[src/rtl/timing_seq.sv]
// timing_seq: 8-state instruction-cycle phase/strobe generator; `define TIMING_SEQ_STOP_EN enables stp/stp_ack stop control
module timing_seq #(
   parameter int SLOT_TICKS = 1,
   parameter int POC_CYCLES = 2
) (
   input  logic       sysclk,
   input  logic       poc_n,
   input  logic       stp,
   output logic       clk1,
   output logic       clk2,
   output logic       sync_n,
   output logic       a12,
   output logic       m12,
   output logic       x12,
   output logic       a22,
   output logic       a32,
   output logic       m22,
   output logic       x22,
   output logic       x32,
   output logic       x21_clk2,
   output logic       x31_clk2,
   output logic       poc,
   output logic       stp_ack,
   output logic [2:0] state
);
`ifdef TIMING_SEQ_STOP_EN
   localparam bit STOP_EN = 1'b1;
`else
   localparam bit STOP_EN = 1'b0;
`endif
   typedef enum logic [2:0] {A1, A2, A3, M1, M2, X1, X2, X3} st_t;
   st_t        st, st_nx;
   logic [3:0] tick, tick_nx;
   logic [1:0] slot, slot_nx;
   logic [2:0] poc_cnt, poc_cnt_nx;
   logic       run, stopped, stopped_nx, poc_nx, last_tick, end_s3, s2;
   assign state = st;
   // next position: run is clear for the first edge after release so that edge lands on A1 S0
   always_comb begin
      last_tick  = tick == 4'(SLOT_TICKS - 1);
      end_s3     = run && last_tick && slot == 2'd3;
      tick_nx    = (!run || last_tick) ? 4'd0 : tick + 4'd1;
      slot_nx    = (run && last_tick) ? slot + 2'd1 : slot;
      st_nx      = (end_s3 && !stopped) ? st_t'(st + 3'd1) : st;
      stopped_nx = (end_s3 && (stopped || st == X3)) ? (STOP_EN && !poc && stp) : stopped;
      poc_cnt_nx = (end_s3 && !stopped && st == X3 && poc) ? poc_cnt + 3'd1 : poc_cnt;
      poc_nx     = poc && poc_cnt_nx != 3'(POC_CYCLES);
      s2         = slot_nx == 2'd2 && !stopped_nx;
   end
   // position, stop and power-on-clear state
   always_ff @(posedge sysclk or negedge poc_n) begin
      if (!poc_n) begin
         run     <= 1'b0;
         st      <= A1;
         tick    <= 4'd0;
         slot    <= 2'd0;
         stopped <= 1'b0;
         poc_cnt <= 3'd0;
         poc     <= 1'b1;
      end else begin
         run     <= 1'b1;
         st      <= st_nx;
         tick    <= tick_nx;
         slot    <= slot_nx;
         stopped <= stopped_nx;
         poc_cnt <= poc_cnt_nx;
         poc     <= poc_nx;
      end
   end
   // glitch-free registered phase clocks and strobes decoded from the next position
   always_ff @(posedge sysclk or negedge poc_n) begin
      if (!poc_n) begin
         clk1     <= 1'b0;
         clk2     <= 1'b0;
         sync_n   <= 1'b1;
         a12      <= 1'b0;
         a22      <= 1'b0;
         a32      <= 1'b0;
         m12      <= 1'b0;
         m22      <= 1'b0;
         x12      <= 1'b0;
         x22      <= 1'b0;
         x32      <= 1'b0;
         x21_clk2 <= 1'b1;
         x31_clk2 <= 1'b1;
         stp_ack  <= 1'b0;
      end else begin
         clk1     <= slot_nx == 2'd0;
         clk2     <= slot_nx == 2'd2;
         sync_n   <= !(st_nx == A1 && !stopped_nx);
         a12      <= s2 && st_nx == A1;
         a22      <= s2 && st_nx == A2;
         a32      <= s2 && st_nx == A3;
         m12      <= s2 && st_nx == M1;
         m22      <= s2 && st_nx == M2;
         x12      <= s2 && st_nx == X1;
         x22      <= s2 && st_nx == X2;
         x32      <= s2 && st_nx == X3;
         x21_clk2 <= !(s2 && st_nx == X2);
         x31_clk2 <= !(s2 && st_nx == X3);
         stp_ack  <= stopped_nx;
      end
   end
endmodule

[config.mk]
export PLATFORM = sky130hd
export DESIGN_NAME = timing_seq
export DESIGN_NICKNAME = d
export VERILOG_FILES = /design/src/rtl/timing_seq.sv
export SDC_FILE = /design/constraint.sdc
export NUM_CORES = 1
export LEC_CHECK = 0
export CAP_MARGIN = 30
export CORE_MARGIN = 2
export CORE_UTILIZATION = 45
export DETAILED_ROUTE_END_ITERATION = 6
export DONT_BUFFER_PORTS = 1
export SYNTH_ARGS = -nofsm -noshare
export SYNTH_HDL_FRONTEND = slang
export SYNTH_SLANG_ARGS = --single-unit
[constraint.sdc]
create_clock -name sysclk -period 3.6 [get_ports sysclk]
set_clock_uncertainty 0.15 [all_clocks]
set_input_delay 1.08 -clock sysclk [delete_from_list [all_inputs] [get_ports sysclk]]
set_output_delay 1.08 -clock sysclk [all_outputs]
set_load 0.1 [all_outputs]
==> impl_metrics.env <==
export IMPL_async_flop_share_pct=100.0
export IMPL_crit_reg2reg_launch="state[0]"
export IMPL_clockPowerShare_pct=11.8
export IMPL_antenna_found_initial=0
export IMPL_synth_most_common_cell="dfrtp_1"
export IMPL_worst_pin_slew_ps=875.5
export IMPL_io_buffers=0
export IMPL_ys_flop_type="dfrtp_1"
export IMPL_gr_total_overflow=0
export IMPL_synthAdderAreaFrac_pct=5.797
export IMPL_drt_antenna_violating_nets=0
export IMPL_cp_start_kind="flip-flop"
export IMPL_status="completed"
export IMPL_instances_no_fill=152
export IMPL_worstPathRequired_ps=2370
export IMPL_synth_xor_area_share_pct=4.058
export IMPL_avgSynthCellArea_um2=11.46
export IMPL_criticalPathCategory="flip-flop to output pin"
export IMPL_cp_data_arrival_time_ps=1260
export IMPL_drc=0
export IMPL_worst_r2r_cell_count=7
export IMPL_p_leak_nw=0.6863
export IMPL_routed_wl_um=2021
export IMPL_stdcell_area_um2=1424
export IMPL_synthSimpleGateAreaFrac_pct=19.32
export IMPL_fin_crit_ps=2486
export IMPL_intPower_uw=572.5
export IMPL_drive_gt1_share_pct=15.70
export IMPL_setup_tns_ps=0
export IMPL_whs_ps=287.8
export IMPL_nNetsFinal=131
export IMPL_synthTopCellsByArea="dfrtp_1, dfstp_2, ha_1, nor2_1, xnor2_1"
export IMPL_fmax_mhz=402.2
export IMPL_rows=19
export IMPL_ir_drop_mv=0.8187
export IMPL_grt_pass1_wl_um=3456
export IMPL_die_x_um=57.65
export IMPL_synth_cell_type_count=38
export IMPL_synth_fp_nets=122
export IMPL_critPathMaxFanout=1
export IMPL_power_switching_share_pct=53.37
export IMPL_finalMaxSlewViolations=0
export IMPL_synth_top_cell_area_share_pct=46.38
export IMPL_dp_final_hpwl_um=1541
export IMPL_hold_class="input port to async pin"
export IMPL_syn_area_um2=1295
export IMPL_clk_pin_slew_worst_paths_ps=140
export IMPL_rrSetupSlack_ps=1300
export IMPL_core_um2=2734
export IMPL_antenna_cells=0
export IMPL_die_area_um2=3323
export IMPL_synth_top_family_by_area="simple AND/OR/NAND/NOR gates"
export IMPL_cts_sinks=28
export IMPL_switchingPower_uw=655.4
export IMPL_drt_initial_drc_count=24
export IMPL_synth_seq_area_share_pct=54.49
export IMPL_hold_violations=0
export IMPL_post_cts_buffers=0
export IMPL_ys_ff_latch=28
export IMPL_hold_buffers=0
export IMPL_grt_pass1_vias=783
export IMPL_h_tree_depth=1
export IMPL_rsz0062_at_grt="false"
export IMPL_synth_largest_area_cell="dfrtp_1"
export IMPL_dp_cells=148
export IMPL_relSlewSlack_pct=41.67
export IMPL_r2r_end="x21_clk2"
export IMPL_cts_buffers=3
export IMPL_synth_compound_area_share_pct=10.34
export IMPL_p_comb_share_pct=35.8
export IMPL_grt_max_degree=29
export IMPL_synthTopCellsByCount="dfrtp_1, nor2_1, nand2_1, inv_1"
export IMPL_clock_latency_ps=310
export IMPL_vias=814
export IMPL_avgRoutedWirePerCell_um=13.30
export IMPL_power_density_nw_per_um2=862.3
export IMPL_synthCells=113
export IMPL_dr_pass1_iters=4
export IMPL_cts_tree="done"
export IMPL_num_io_pins=21
export IMPL_cts_path_max_buffers=2
export IMPL_finalSetupViolCount=0
export IMPL_synth_edf_count=0
export IMPL_start_util_pct=47.37
export IMPL_area_growth_pct=9.952
export IMPL_place_gp_congestion=0.7236
export IMPL_die_h_um=57.65
export IMPL_vias_per_cell=5.355
export IMPL_synth_mux_area_share_pct=2.512
export IMPL_ys_warn_count=0
export IMPL_cts_root_buf="clkbuf_4"
export IMPL_track_usage_pct=13.41
export IMPL_cts_resized_gates=0
export IMPL_period_share_pct=69.06
export IMPL_p_seq_share_pct=52.4
export IMPL_place_area_um2=1388
export IMPL_cap_violations=0
export IMPL_critPathCaptureType="output pin"
==> per-layer routing <==
metal | part of all wire (%) | wire (um) | vias up | track usage, %
li1 | - | - | 399 | -
met1 | 46 | 939 | 398 | 17.57
met2 | 49 | 985 | 15 | 22.08
met3 | 3.9 | 79 | 2 | 3.348
met4 | 0.84 | 17 | 0 | 3.987
met5 | 0 | 0 | - | 0
==> power by group through the flow <==
stage / logic [mW] / clock network [mW] / registers, mW
final: 0.439 / 0.145 / 0.644
after global routing: 0.481 / 0.163 / 0.654
after CTS: 0.443 / 0.151 / 0.645
after detailed placement: 0.442 / 0 / 0.650
after global placement: 0.437 / 0 / 0.650
after floorplan: 0.231 / 0 / 0.774
==> stage by stage <==
step | setup slack (ps) | utilization (%) | power [mW]
5_1_grt | 1067 | 52.08 | 1.298
4_1_cts | 1098 | 52.08 | 1.240
2_1_floorplan | 1058 | - | 1.004
3_3_place_gp | 1240 | 49.34 | 1.087
6_report | 1114 | 52.08 | 1.228
3_5_place_dp | 1315 | 50.76 | 1.092
==> cells by family after synthesis <==
group	after synthesis
XOR/XNOR	6
flip-flops	28
adder cells (fa/ha/maj)	6
AO/OA/AOI/OAI	15
multiplexers	3
AND/OR/NAND/NOR	44
other	1
buffers and inverters	10
==> worst max path at each step <==
stage,start,to,slack (ps),cells past startpoint
floorplan,state[0],x21_clk2,1060,6
detailed placement,state[0],x12,1320,7
global route,m12,m12,1070,0
global placement,stopped,x21_clk2,1240,4
finish,clk1,clk1,1110,0
CTS,x22,x22,1100,0
==> cell usage in the layout, fill, tap and decap left out, types with 2 or more instances in the layout <==
| master | Yosys | layout |
|---|---|---|
| xnor2_1 | 6 | 6 |
| inv_1 | 9 | 9 |
| nor2_1 | 18 | 18 |
| buf_4 | 1 | 3 |
| o311a_1 | 2 | 2 |
| nand2_1 | 10 | 10 |
| or2_1 | 2 | 2 |
| nand3_1 | 3 | 3 |
| ha_1 | 6 | 6 |
| dfrtp_1 | 24 | 24 |
| dfstp_2 | 4 | 4 |
| a22oi_1 | 2 | 2 |
| clkbuf_4 | 0 | 3 |
==> layout make-up <==
cell class / instances / area, um^2
repair buffers: 5 / 61.31
well taps: 31 / 38.79
multi-input cells: 75 / 548.0
clock buffers: 4 / 36.28
flip-flops and latches: 28 / 705.7
fillers: 247 / 1310
inverters: 9 / 33.78
==> flip-flops by register name (all words and copies together), names as in the netlist, 2 cells and up <==
| name | count |
|---|---|
| poc_cnt | 3 |
| state | 3 |
| slot | 2 |
| tick | 4 |
==> worst register-to-register path, cell delays in order (launching register included) <==
cell     delay (ps)
dfrtp_1         390
buf_4           250
ha_1            240
ha_1            280
mux2_2          290
a21o_1          190
a32oi_2         310
or2_1           150
Note: power is estimated with default switching activity, not from simulation.
